## config.mk

```make
export PLATFORM = sky130hd
export DESIGN_NAME = ncl_sync_receiver
export DESIGN_NICKNAME = d
export VERILOG_FILES = /design/src/rtl/ncl_sync_receiver.sv
export SDC_FILE = /design/constraint.sdc
export NUM_CORES = 1
export LEC_CHECK = 0
export ABC_AREA = 1
export BUFFER_PORTS_ARGS = -buffer_cell sky130_fd_sc_hd__buf_2
export CAP_MARGIN = 20
export CORE_MARGIN = 1.5
export CORE_UTILIZATION = 35
export DETAILED_ROUTE_END_ITERATION = 8
export PLACE_DENSITY = 0.61
export SLEW_MARGIN = 0
export SYNTH_ARGS = -nofsm -noshare
export SYNTH_HDL_FRONTEND = slang
export SYNTH_SLANG_ARGS = --single-unit
```

## constraint.sdc

```tcl
create_clock -name clk -period 4.7 [get_ports clk]
set_input_delay 1.41 -clock clk [delete_from_list [all_inputs] [get_ports clk]]
set_output_delay 1.41 -clock clk [all_outputs]
set_load 0.005 [all_outputs]
```

## src/rtl/ncl_sync_receiver.sv

```systemverilog
// Clocked sink for a dual-rail NCL four-phase pipeline: synchronises the rails, detects
// DATA/NULL wavefronts, drives completion and queues words in a 2-entry FIFO.
// Optional NCL_RX_ERR_EN: sticky err on a both-rails-high bit and flush of that wavefront.
//
// state   | meaning
// W_DATA  | din_comp=0, waiting for a complete DATA wavefront and a free FIFO slot
// CONFIRM | one cycle, re-checks the wavefront against the value latched on entry
// W_NULL  | din_comp=1, waiting for all rails to return low
module ncl_sync_receiver #(
  parameter int WIDTH       = 4,
  parameter int SYNC_STAGES = 2
) (
  input  logic             clk,
  input  logic             init_n,
  input  logic [WIDTH-1:0] din_r0,
  input  logic [WIDTH-1:0] din_r1,
  output logic             din_comp,
  output logic [WIDTH-1:0] out_data,
  output logic             out_valid,
  input  logic             out_ready,
  output logic             err
);

  typedef enum logic [1:0] {W_DATA, CONFIRM, W_NULL} state_t;

  logic [SYNC_STAGES-1:0][WIDTH-1:0] sync_r0_q, sync_r0_d;
  logic [SYNC_STAGES-1:0][WIDTH-1:0] sync_r1_q, sync_r1_d;
  logic [WIDTH-1:0]                  s_r0, s_r1;

  state_t           state_q, state_d;
  logic             din_comp_q, din_comp_d;
  logic             err_q, err_d;
  logic [WIDTH-1:0] latch_q, latch_d;

  logic [1:0][WIDTH-1:0] mem_q, mem_d;
  logic [1:0]            count_q, count_d;
  logic                  wr_ptr_q, wr_ptr_d;
  logic                  rd_ptr_q, rd_ptr_d;

  logic complete, is_null, push, pop;

  assign s_r0 = sync_r0_q[SYNC_STAGES-1];
  assign s_r1 = sync_r1_q[SYNC_STAGES-1];

  // both-rails-high bits fail the XOR, so they never count as complete
  assign complete = &(s_r0 ^ s_r1);
  assign is_null  = ~|{s_r0, s_r1};

  assign pop       = (count_q != 2'd0) && out_ready;
  assign din_comp  = din_comp_q;
  assign err       = err_q;
  assign out_valid = (count_q != 2'd0);
  assign out_data  = mem_q[rd_ptr_q];

  always_comb begin
    sync_r0_d = {sync_r0_q[SYNC_STAGES-2:0], din_r0};
    sync_r1_d = {sync_r1_q[SYNC_STAGES-2:0], din_r1};
  end

  always_comb begin
    state_d    = state_q;
    din_comp_d = din_comp_q;
    latch_d    = latch_q;
    push       = 1'b0;
    case (state_q)
      W_DATA: begin
        if (complete && count_q != 2'd2) begin
          state_d = CONFIRM;
          latch_d = s_r1;
        end
      end
      CONFIRM: begin
        if (complete && s_r1 == latch_q) begin
          push       = 1'b1;
          din_comp_d = 1'b1;
          state_d    = W_NULL;
        end else begin
          state_d = W_DATA;
        end
      end
      W_NULL: begin
        if (is_null) begin
          din_comp_d = 1'b0;
          state_d    = W_DATA;
        end
      end
      default: state_d = W_DATA;
    endcase
`ifdef NCL_RX_ERR_EN
    err_d = err_q | (|(s_r0 & s_r1));
    if (|(s_r0 & s_r1)) begin
      push       = 1'b0;
      din_comp_d = 1'b1;
      state_d    = W_NULL;
    end
`else
    err_d = 1'b0;
`endif
  end

  always_comb begin
    mem_d    = mem_q;
    wr_ptr_d = wr_ptr_q;
    rd_ptr_d = rd_ptr_q;
    if (push) begin
      mem_d[wr_ptr_q] = s_r1;
      wr_ptr_d        = ~wr_ptr_q;
    end
    if (pop) rd_ptr_d = ~rd_ptr_q;
    count_d = count_q + {1'b0, push} - {1'b0, pop};
  end

  always_ff @(posedge clk) begin
    if (!init_n) begin
      sync_r0_q  <= '0;
      sync_r1_q  <= '0;
      state_q    <= W_DATA;
      din_comp_q <= 1'b0;
      err_q      <= 1'b0;
      latch_q    <= '0;
      mem_q      <= '0;
      count_q    <= 2'd0;
      wr_ptr_q   <= 1'b0;
      rd_ptr_q   <= 1'b0;
    end else begin
      sync_r0_q  <= sync_r0_d;
      sync_r1_q  <= sync_r1_d;
      state_q    <= state_d;
      din_comp_q <= din_comp_d;
      err_q      <= err_d;
      latch_q    <= latch_d;
      mem_q      <= mem_d;
      count_q    <= count_d;
      wr_ptr_q   <= wr_ptr_d;
      rd_ptr_q   <= rd_ptr_d;
    end
  end

endmodule

```

# --- After elaboration in Yosys (flattened, before gate mapping) ---
# Cells that the tools add are included.
word_totals:
  reg_bits: 35
  input_bits: 11
  out_inout_bits: 7
  elab_cells: 53
op_classes:
  add_sub_neg: 2
  n_lt_le_gt_ge: 3
  n_eq_ne: 7
  muxes: 14
  bitwise: 3
  n_reduce_logical: 12
ops:
  columns: ["op", "n"]
  rows:
  - ["4-bit two-way mux", 3]
  - ["8-bit bitwise mux", 1]
  - ["2-bit != test (second input constant)", 4]
  - ["8-bit OR reduction", 1]
  - ["2-bit two-way mux", 3]
  - ["2-bit case mux with 3 select lines", 1]
  - ["4-bit demux with 1-bit select", 1]
  - ["4-bit == test", 1]
  - ["1-bit logical AND", 4]
  - ["1-bit by 2-bit less-than comparator with 1-bit output (second input constant)", 2]
  - ["1-bit two-way mux", 4]
  - ["2-bit AND reduction", 2]
  - ["4-bit AND reduction", 1]
  - ["2-bit nonzero test", 2]
  - ["4-bit bitwise XOR", 1]
  - ["3-bit AND reduction", 1]
  - ["2-bit by 1-bit adder with 2-bit output", 1]
  - ["2-bit by 1-bit == test with 1-bit output (second input constant)", 1]
  - ["2-bit == test (second input constant)", 1]
  - ["2-bit zero test", 1]
  - ["1-bit NOT", 2]
  - ["1-bit case mux with 2 select lines", 1]
  - ["2-bit by 1-bit subtractor with 2-bit output", 1]
  - ["1-bit >= comparator (second input constant)", 1]

# --- Depth between registers and ports, before layout ---
# Gate-level depths: netlist of run 1.
depth:
  word_depth: 7
  mapped_depth: 13
  ltp_nobuf: 13

# --- Worst setup path after synthesis of run 1 ---
# No wires, ideal clock.
synth_timing:
  path_type: "input port to flip-flop"
  startpoint: "input port out_ready"
  endpoint: "register count_q[1]"
  setup_time_ps: 121
  arrival_ps: 2263
  required_time_ps: 4579
  slack_ps: 2316
  cell_stages: 8
  cell_sequence: "nand2_1 -> inv_2 -> ha_1 -> inv_1 -> ha_1 -> xor2_1 -> o21ai_1 -> a21oi_1"
synth_via:
  elab_chain_cells: 2
synth_lines:
  columns: ["element", "line_no", "rtl"]
  rows:
  - ["start: declaration", "20", "input logic out_ready,"]
  - ["1-bit logical AND", "49", "assign pop = (count_q != 2'd0) && out_ready;"]
  - ["named net pop", "40", "logic complete, is_null, push, pop;"]
  - ["2-bit by 1-bit subtractor with 2-bit output", "110", "count_d = count_q + {1'b0, push} - {1'b0, pop};"]
  - ["end signal: assignment", "133", "count_q <= count_d;"]
  - ["end: declaration", "36", "logic [1:0] count_q, count_d;"]
# The timed path passes the listed nets, and every way through them passes these cells.
# A chain may end at the register's enable or synchronous reset.

# --- Worst setup path in the final report of run 1 ---
layout_timing:
  startpoint: "register rd_ptr_q"
  endpoint: "output port out_data[2]"
layout_via:
  elab_chain_cells: 2
layout_lines:
  columns: ["element", "line_no", "rtl"]
  rows:
  - ["start: declaration", "38", "logic rd_ptr_q, rd_ptr_d;"]
  - ["start signal: assignment", "135", "rd_ptr_q <= rd_ptr_d;"]
  - ["4-bit two-way mux (implied by the code) (2 in a row)", "53", "assign out_data = mem_q[rd_ptr_q];"]
  - ["end: declaration", "18", "output logic [WIDTH-1:0] out_data,"]
# Every way passes these cells. The select of a mux whose other input is x is not followed.

==> flow_metrics.env, run 1 <==
export IMPL_grt_max_degree=35
export IMPL_syn2layout_area_growth_pct=13.43
export IMPL_reg2reg_slack_ns=2.69
export IMPL_cp_top_family="flip-flops"
export IMPL_drtAntennaViolNets=0
export IMPL_synth_distinct_cells=25
export IMPL_max_freq_mhz=394.3
export IMPL_crit_start="rd_ptr_q"
export IMPL_ctsLongestPathBuffers=2
export IMPL_rsz0062_at_grt="no"
export IMPL_grt_pass1_vias=1179
export IMPL_syn_area_per_cell_um2=6.865
export IMPL_fin_setup_tns_ns=0
export IMPL_viasPerCell=4.142
export IMPL_portBuffers=16
export IMPL_drc=0
export IMPL_synth_warnings=0
export IMPL_final_cells=295
export IMPL_hp_start="sync_r1_d[5]"
export IMPL_die_h_um=69.88
export IMPL_clk_pin_slew_ns=0.07
export IMPL_hpwlAfterDp_mm=1.775
export IMPL_drtIter0Drc=63
export IMPL_criticalPathCategory="flip-flop to output pin"
export IMPL_r2r_start="s_r1[1]"
export IMPL_antenna_cells=0
export IMPL_clk_latency_ns=0.29
export IMPL_hold_depth=2
export IMPL_synth_seq_area_share=0.4476
export IMPL_coreArea_um2=4324
export IMPL_cp_start_kind="flip-flop"
export IMPL_overflow=0
export IMPL_worst_path_max_delay_cell="dfxtp_1"
export IMPL_dieArea_um2=4883
export IMPL_cts_made_buffers=5
export IMPL_cts_hold_buf=0
export IMPL_postCtsResizedCells=0
export IMPL_power_static_leakage_uw=0.001006
export IMPL_relSlewSlack=0.6205
export IMPL_setup_viol=0
export IMPL_worstSetupPathDepth=3
export IMPL_postCtsSetupRepairBufs=0
export IMPL_power_uw=629.5
export IMPL_cts_tree="yes"
export IMPL_num_rows=24
export IMPL_die_x_um=69.88
export IMPL_syn_num_nets=241
export IMPL_post_place_ws_ns=2.132
export IMPL_fin_crit_ns=2.536
export IMPL_min_to="s_r1[1]"
export IMPL_path_buf_inv=1
export IMPL_crit_path_cell_trace="nand2_1 -> o21ai_1 -> buf_2"
export IMPL_ios=18
export IMPL_antenna_found_initial=0
export IMPL_cts_root_buf="clkbuf_8"
export IMPL_syn_area_um2=1565
export IMPL_hold_viol_final=0
export IMPL_drv_slew=0
export IMPL_drt_pass1_iterations=4
export IMPL_path_max_fanout=10
export IMPL_ir_drop_v=0.0001860
export IMPL_finish_net_count=256
export IMPL_tightest_slew_ns=0.5693
export IMPL_worstPathRequired_ns=3.29
export IMPL_cap_violations=0
export IMPL_critPathMaxStageDelay_ns=0.53
export IMPL_grt_pass1_wl_mm=4.836
export IMPL_track_usage=0.1262
export IMPL_via_count=1222
export IMPL_wl_per_cell_um=8.651
export IMPL_fin_util=0.4106
export IMPL_r2r_cells=11
export IMPL_power_per_cell_area_nw_per_um2=354.6
export IMPL_arrival_ns=1.13
export IMPL_synth_seq_cells=35
export IMPL_crit_path_end_kind="output pin"
export IMPL_layout_drive_gt1_share=0.2140
export IMPL_syn_instance_count=228
export IMPL_timing_final_ws_setup_ns=2.164
export IMPL_globalplace_congestion=0.6974
export IMPL_htreeDepth=2
export IMPL_post_route_period_util=0.5396
export IMPL_drt_total_wl_mm=2.552
export IMPL_status="finished, final reports clean"
export IMPL_dp_cells=288
export IMPL_timing_rr_end="count_q[1]"
export IMPL_clock_sinks=35
export IMPL_skew_ns=0.004625
export IMPL_start_util=0.3620
export IMPL_hold_path_class="flip-flop to flip-flop"
## metal layers
metal / up-vias / share of wire / global-route usage
met5: - / 0 / 0
met4: 0 / 0.011 / 0.04487
met3: 6 / 0.056 / 0.05339
met2: 24 / 0.47 / 0.2127
met1: 503 / 0.47 / 0.1427
li1: 689 / - / -
## area by class of cell
cell class,instances,area [um^2]
fill,480,2549
sequential,35,700.7
multi-input combinational,141,658.1
inverter,44,165.2
timing repair buffer,16,80.08
clock buffer,5,68.82
tap,52,65.06
clock inverter,2,37.54
## kinds of logic after synthesis
group / share of synthesized area
buf+inv: 0.1319
flops: 0.4476
fa+ha+maj: 0.01598
compound gates: 0.03517
xor+xnor: 0.01119
simple gates: 0.3557
other cells: 0.002396
## registers in the layout, indices dropped and copies added (netlist names)
register / flops
count_q: 2
din_comp: 1
latch_q: 4
mem_q: 8
rd_ptr_q: 1
s_r0: 4
s_r1: 4
state_q: 2
sync_r0_d: 4
sync_r1_d: 4
wr_ptr_q: 1
## synth_stat cells
cell | instances | share of area
conb_1 | 1 | 0.0024
buf_2 | 3 | 0.0096
inv_1 | 25 | 0.060
and3_1 | 1 | 0.0040
nand4_2 | 1 | 0.0080
nand3_1 | 7 | 0.022
nand4_1 | 1 | 0.0040
or2_1 | 1 | 0.0040
nand3_4 | 1 | 0.011
nor2_1 | 34 | 0.082
o21ai_1 | 6 | 0.019
nor2_8 | 1 | 0.013
xnor2_1 | 1 | 0.0056
o21ai_0 | 1 | 0.0032
clkbuf_1 | 3 | 0.0072
xor2_1 | 1 | 0.0056
ha_1 | 2 | 0.016
nand2_2 | 2 | 0.0080
nand4_4 | 1 | 0.014
inv_2 | 19 | 0.046
nand2_1 | 71 | 0.17
buf_4 | 2 | 0.0096
nor2_2 | 4 | 0.016
a21oi_1 | 4 | 0.013
dfxtp_1 | 35 | 0.45
## per-stage QoR
step / cell area [um^2] / hold WS, ns
after floorplan: 1565 / 0.4001
after global placement: 1669 / 0.4024
after detailed placement: 1669 / 0.4038
after CTS: 1775 / 0.4207
after global routing: 1775 / 0.4389
final: 1775 / 0.4188
## cells in the final DEF, fill, tap and decap left out, types with 2 or more instances in the layout
cell       n
clkbuf_8   5
nor2_1    34
nand2_2    2
dfxtp_1   35
buf_2     16
inv_2     19
nand3_1    7
a21oi_1    4
o21ai_1    6
nand2_1   71
ha_1       2
inv_1     25
nor2_2     4
## worst max-delay path by stage
stage	endpoint	slack [ns]
2_1_floorplan	count_q[1]	2.32
3_3_place_gp	count_q[1]	2.17
3_5_place_dp	count_q[1]	2.13
4_1_cts	out_data[2]	2.15
5_1_grt	out_data[2]	2.04
6_report	out_data[2]	2.16
## report_power, final
group          switching (uW)  internal [uW]  total (uW)
sequential               12.2            308         321
combinational            28.1           19.8        48.0
clock                     106            155         261
## worst register-to-register path, cell delays in order (launching register included)
cell     delay (ns)
dfxtp_1        0.49
nor2_1         0.11
nor2_1         0.13
nand2_2        0.10
nor2_8         0.17
nand2_1        0.09
ha_1           0.27
inv_1          0.06
ha_1           0.15
xor2_1         0.18
o21ai_1        0.07
a21oi_1        0.13
Note: power is estimated with default switching activity, not from simulation.
==> run 2: changes to the inputs <==
ABC_AREA = 0   (was 1)
PLACE_DENSITY = 0.64   (was 0.61)
clock period = 2.2 ns   (was 4.7 ns; I/O delays follow)
==> run 2 against run 1 <==
  * The flow now finishes with violations (setup timing)
  * First-iteration DRC count rose by 100%
  * Clock skew rose by 0.0041 ns
  * Worst setup slack got worse by 2.2 ns
  * Synthesized area fell by 8.2%
  * Flip-flop and latch count did not move
  * Non-clock buffer count rose by 15
  * Sequential share of layout area rose by 1.0 points
  * Routed wire length rose by 3.4%
  * Cell area fell by 2.0%
  * Register-to-register slack got worse by 2.7 ns
  * Worst hold slack improved by 0.015 ns
  * Die area fell by 7.9%
==> flow_metrics.env, run 2 <==
export IMPL_cts_tree="yes"
export IMPL_skew_ns=0.008768
export IMPL_syn2layout_area_growth_pct=21.08
export IMPL_crit_path_cell_trace="buf_4 -> xor2_1 -> nand3_1 -> or3_4 -> nor2_4 -> inv_1 -> ha_1 -> inv_1 -> ha_1 -> xor2_1 -> xnor2_1 -> nor2_1"
export IMPL_yosysTopAreaCell="dfxtp_1"
export IMPL_multiInputGateArea_um2=664.4
export IMPL_synth_warnings=0
export IMPL_worstPathRequired_ns=2.36
export IMPL_critPathMaxStageDelay_ns=0.40
export IMPL_start_util=0.3617
export IMPL_synth_most_common_cell="dfxtp_1"
export IMPL_power_static_leakage_uw=0.0007406
export IMPL_ios=18
export IMPL_cts_made_buffers=5
export IMPL_clk_latency_ns=0.29
export IMPL_synth_seq_area_share=0.4878
export IMPL_coreArea_um2=3971
export IMPL_criticalPathCategory="flip-flop to flip-flop"
export IMPL_syn_num_nets=163
export IMPL_drc=0
export IMPL_finish_net_count=190
export IMPL_synth_distinct_cells=37
export IMPL_synthFlopType="dfxtp_1"
export IMPL_cp_top_family="simple AND/OR/NAND/NOR gates"
export IMPL_synth_area_top_cells="dfxtp_1, and2_1, a21oi_1"
export IMPL_track_usage=0.1360
export IMPL_power_per_cell_area_nw_per_um2=741.4
export IMPL_largest_reg_flops=8
export IMPL_htreeDepth=2
export IMPL_arrival_ns=2.42
export IMPL_register_area_um2=704.4
export IMPL_grt_max_degree=29
export IMPL_synthTopCellsByCount="dfxtp_1, and2_1, a21oi_1"
export IMPL_syn_area_per_cell_um2=9.576
export IMPL_hpwlAfterDp_mm=1.939
export IMPL_via_count=1124
export IMPL_grt_pass1_vias=1080
export IMPL_post_route_period_util=1.026
export IMPL_netlist_area_leader_share=0.4878
export IMPL_ctsLongestPathBuffers=2
export IMPL_hold_path_class="flip-flop to flip-flop"
export IMPL_clock_sinks=35
export IMPL_fin_setup_tns_ns=-0.05766
export IMPL_postCtsSetupRepairBufs=0
export IMPL_ir_drop_v=0.0004170
export IMPL_antenna_cells=0
export IMPL_max_freq_mhz=442.9
export IMPL_die_x_um=67.06
export IMPL_grt_pass1_wl_mm=4.436
export IMPL_crit_path_end_kind="flip-flop"
export IMPL_status="complete, but fails checks"
export IMPL_drt_total_wl_mm=2.639
export IMPL_die_h_um=67.06
export IMPL_drt_pass1_iterations=4
export IMPL_num_rows=23
export IMPL_path_max_fanout=5
export IMPL_fin_crit_ns=2.258
export IMPL_cp_start_kind="flip-flop"
export IMPL_synth_async_reset_ratio=0
export IMPL_path_buf_inv=3
export IMPL_viasPerCell=4.930
export IMPL_hold_viol_final=0
export IMPL_nFillCells=393
export IMPL_synth_edf_count=0
export IMPL_cap_violations=0
export IMPL_antenna_found_initial=0
export IMPL_layout_common_cells="dfxtp_1, and2_1, buf_2"
export IMPL_worst_path_max_delay_cell="or3_4"
export IMPL_globalplace_congestion=0.7940
export IMPL_timing_final_ws_setup_ns=-0.05766
export IMPL_largest_register="mem_q"
export IMPL_clk_pin_slew_ns=0.07
export IMPL_drtIter0Drc=128
export IMPL_rsz0062_at_grt="yes"
export IMPL_dieArea_um2=4497
export IMPL_fin_util=0.4379
export IMPL_cts_root_buf="clkbuf_8"
export IMPL_syn_area_um2=1436
export IMPL_cts_hold_buf=0
export IMPL_layout_drive_gt1_share=0.3034
export IMPL_synth_seq_cells=35
export IMPL_layout_commonest_cell="dfxtp_1"
export IMPL_overflow=0
export IMPL_drv_slew=0
export IMPL_syn_instance_count=150
export IMPL_setup_viol=1
export IMPL_wl_per_cell_um=11.57
export IMPL_portBuffers=16
export IMPL_drtAntennaViolNets=0
export IMPL_violations="setup timing"
-- run 2: cell families (layout without fill, tap and decap cells) --
family,after synthesis,after routing,synth area share
other cells,1,1,0.002611
compound gates,26,26,0.1176
buf+inv,19,47,0.05923
fa+ha+maj,2,2,0.01742
mux,8,8,0.05923
flops,35,35,0.4878
xor+xnor,8,8,0.04878
simple gates,51,51,0.2073
-- run 2: layer usage --
metal  GRT usage  up-vias  routed length [um]
met5           0        -                   0
met4     0.09694        0                  87
met3     0.04730        9                 152
met2      0.2426       38                1328
met1      0.1273      512                1070
li1            -      565                   -
-- run 2: path summary, 6_finish.rpt --
path,startpoint,to,slack (ns),cells past startpoint
worst max register to register,s_r1[2],count_q[1],-0.06,12
worst max-delay path,s_r1[2],count_q[1],-0.06,12
worst min register to register,sync_r1_d[7],s_r1[3],0.43,1
worst min-delay path,sync_r1_d[7],s_r1[3],0.43,1
-- run 2: per-stage QoR --
stage / hold WS (ns) / instance area (um^2) / setup WS (ns) / power [uW] / std cells
2_1_floorplan: 0.4118 / 1451 / -0.1624 / 817.2 / 150
3_3_place_gp: 0.4163 / 1643 / -0.07333 / 855.6 / 220
3_5_place_dp: 0.4211 / 1643 / -0.1721 / 863.7 / 220
4_1_cts: 0.4385 / 1739 / -0.07176 / 1313 / 228
5_1_grt: 0.4476 / 1739 / -0.2051 / 1356 / 228
6_report: 0.4334 / 1739 / -0.05766 / 1289 / 228
-- run 2: cell type report --
cell class / instances / share of cell area
clock buffers: 6 / 0.04173
clock inverters: 2 / 0.007194
inverters: 8 / 0.01727
multi-input cells: 96 / 0.3820
flip-flops and latches: 35 / 0.4050
well taps: 50 / 0.03597
repair buffers: 31 / 0.1108
-- run 2: where the power goes --
group | switching [uW] | leakage, uW | internal, uW
clock | 221 | 0.0000412 | 221
combinational | 65.4 | 0.000413 | 84.1
sequential | 30.2 | 0.000287 | 668
total | 317 | 0.000741 | 972
-- run 2: repair_timing --
item	in CTS	in global routing
resized for setup	4	0
endpoints found under the setup margin	2	1
pin swaps	1	0
==> run 3: changes to the inputs <==
RECOVER_POWER = 100   (was not set)
==> run 3 against run 2 <==
  * The flow still finishes with violations (setup timing)
  * Fmax hardly changed
  * Total power hardly changed
  * Cell area is 0.86% lower
  * First-iteration DRC count is 6.3% higher
  * Die area stayed put
  * Sequential share of layout area is 0.35 points higher
  * Clock power hardly changed
  * Critical endpoint unchanged
  * Largest cell class unchanged
  * Largest power group unchanged
==> flow_metrics.env, run 3 (synthesized netlist as in run 2, its figures left out) <==
export IMPL_power_per_cell_area_nw_per_um2=747.3
export IMPL_register_area_um2=704.4
export IMPL_criticalPathCategory="flip-flop to flip-flop"
export IMPL_coreArea_um2=3971
export IMPL_timing_rr_end="count_q[1]"
export IMPL_cts_root_buf="clkbuf_8"
export IMPL_grt_pass1_vias=1080
export IMPL_path_buf_inv=3
export IMPL_largest_register="mem_q"
export IMPL_crit_path_cell_trace="buf_4 -> xor2_1 -> nand3_1 -> or3_4 -> nor2_4 -> inv_1 -> ha_1 -> inv_1 -> ha_1 -> xor2_1 -> xnor2_1 -> nor2_1"
export IMPL_worstSetupPathDepth=12
export IMPL_nFillCells=398
export IMPL_grt_max_degree=29
export IMPL_globalplace_congestion=0.7940
export IMPL_cts_hold_buf=0
export IMPL_status="complete, but fails checks"
export IMPL_r2r_cells=12
export IMPL_syn2layout_area_growth_pct=20.03
export IMPL_ios=18
export IMPL_overflow=0
export IMPL_track_usage=0.1360
export IMPL_drt_pass1_iterations=4
export IMPL_antenna_found_initial=0
export IMPL_final_cell_area_um2=1724
export IMPL_arrival_ns=2.42
export IMPL_postCtsSetupRepairBufs=0
export IMPL_setup_viol=1
export IMPL_wl_per_cell_um=11.67
export IMPL_path_max_fanout=5
export IMPL_dieArea_um2=4497
export IMPL_die_x_um=67.06
export IMPL_largest_reg_flops=8
export IMPL_worst_path_max_delay_cell="or3_4"
export IMPL_critPathMaxStageDelay_ns=0.40
export IMPL_drtAntennaViolNets=0
export IMPL_antenna_cells=0
export IMPL_portBuffers=16
export IMPL_placed_area_um2=1643
export IMPL_fin_crit_ns=2.257
export IMPL_hold_path_class="flip-flop to flip-flop"
export IMPL_cap_violations=0
export IMPL_viasPerCell=4.838
export IMPL_reg2reg_slack_ns=-0.06
export IMPL_timing_final_ws_setup_ns=-0.05711
export IMPL_clock_sinks=35
export IMPL_layout_drive_gt1_share=0.2640
export IMPL_layout_commonest_cell="dfxtp_1"
export IMPL_drtIter0Drc=136
export IMPL_drt_total_wl_mm=2.660
export IMPL_die_h_um=67.06
export IMPL_ctsLongestPathBuffers=2
export IMPL_hpwlAfterDp_mm=1.939
export IMPL_rsz0062_at_grt="yes"
export IMPL_cp_start_kind="flip-flop"
export IMPL_post_route_period_util=1.026
export IMPL_crit_path_end_kind="flip-flop"
export IMPL_drv_slew=0
export IMPL_multiInputGateArea_um2=661.9
export IMPL_cts_tree="yes"
export IMPL_htreeDepth=2
export IMPL_layout_common_cells="dfxtp_1, and2_1, buf_4"
export IMPL_start_util=0.3617
export IMPL_hold_viol_final=0
export IMPL_ir_drop_v=0.0004170
export IMPL_power_uw=1288
export IMPL_power_static_leakage_uw=0.0007141
export IMPL_post_place_ws_ns=-0.1721
export IMPL_worstPathRequired_ns=2.36
export IMPL_max_freq_mhz=443.0
export IMPL_fin_setup_tns_ns=-0.05711
export IMPL_grt_pass1_wl_mm=4.436
export IMPL_cp_top_family="simple AND/OR/NAND/NOR gates"
export IMPL_num_rows=23
export IMPL_via_count=1103
export IMPL_drc=0
export IMPL_violations="setup timing"
export IMPL_finish_net_count=190
export IMPL_skew_ns=0.008903
export IMPL_crit_start="s_r1[2]"
export IMPL_endpoint="count_q[1]"
export IMPL_clk_pin_slew_ns=0.07
export IMPL_clk_latency_ns=0.29
export IMPL_r2r_start="s_r1[2]"
export IMPL_hold_worst_slack_ns=0.4334
export IMPL_cts_made_buffers=5
## run 3: cell count changes in the layout (fill, tap and decap cells not counted), sizes merged
cell and change:
buf -6, clkbuf +6
## run 3: worst min-delay path by stage
stage / depth (start not counted) / startpoint / to
floorplan: 1 / sync_r1_d[6] / s_r1[2]
global placement: 1 / sync_r0_d[4] / s_r0[0]
detailed placement: 1 / sync_r0_d[5] / s_r0[1]
CTS: 1 / sync_r0_d[4] / s_r0[0]
global route: 1 / sync_r0_d[7] / s_r0[3]
finish: 1 / sync_r1_d[7] / s_r1[3]
## run 3: stage by stage
stage / util / std cells
4_1_cts: 0.4379 / 228
3_5_place_dp: 0.4137 / 220
6_report: 0.4342 / 228
5_1_grt: 0.4342 / 228
2_1_floorplan: - / 150
3_3_place_gp: 0.4137 / 220
## run 3: area by class of cell
class                   instances  share of cell area
flip-flops and latches         35              0.4086
multi-input cells              96              0.3839
repair buffers                 31              0.1045
clock buffers                   6             0.04209
well taps                      50             0.03628
inverters                       8             0.01742
clock inverters                 2            0.007257
## run 3: power by group
part | internal (uW) | switching, uW
logic | 83.4 | 64.4
clock network | 221 | 222
registers | 668 | 30.2
## run 3: repair_timing
| action | CTS | global route |
|---|---|---|
| pin swaps | 1 | 0 |
| resized for setup | 4 | 0 |
| setup endpoints to repair | 2 | 1 |
## run 3: routing by layer
metal	vias up	share of wire	GRT usage	routed length, um
li1	562	-	-	-
met1	506	0.42	0.1273	1127
met2	26	0.50	0.2426	1334
met3	9	0.041	0.04730	110
met4	0	0.033	0.09694	87
met5	-	0	0	0
## run 3: worst register-to-register path, stage by stage, from the launching register on
cell and delay [ns]:
dfxtp_2 0.33, buf_4 0.15, xor2_1 0.16, nand3_1 0.11, or3_4 0.40, nor2_4 0.12, inv_1 0.04, ha_1 0.26
inv_1 0.05, ha_1 0.15, xor2_1 0.18, xnor2_1 0.14, nor2_1 0.05
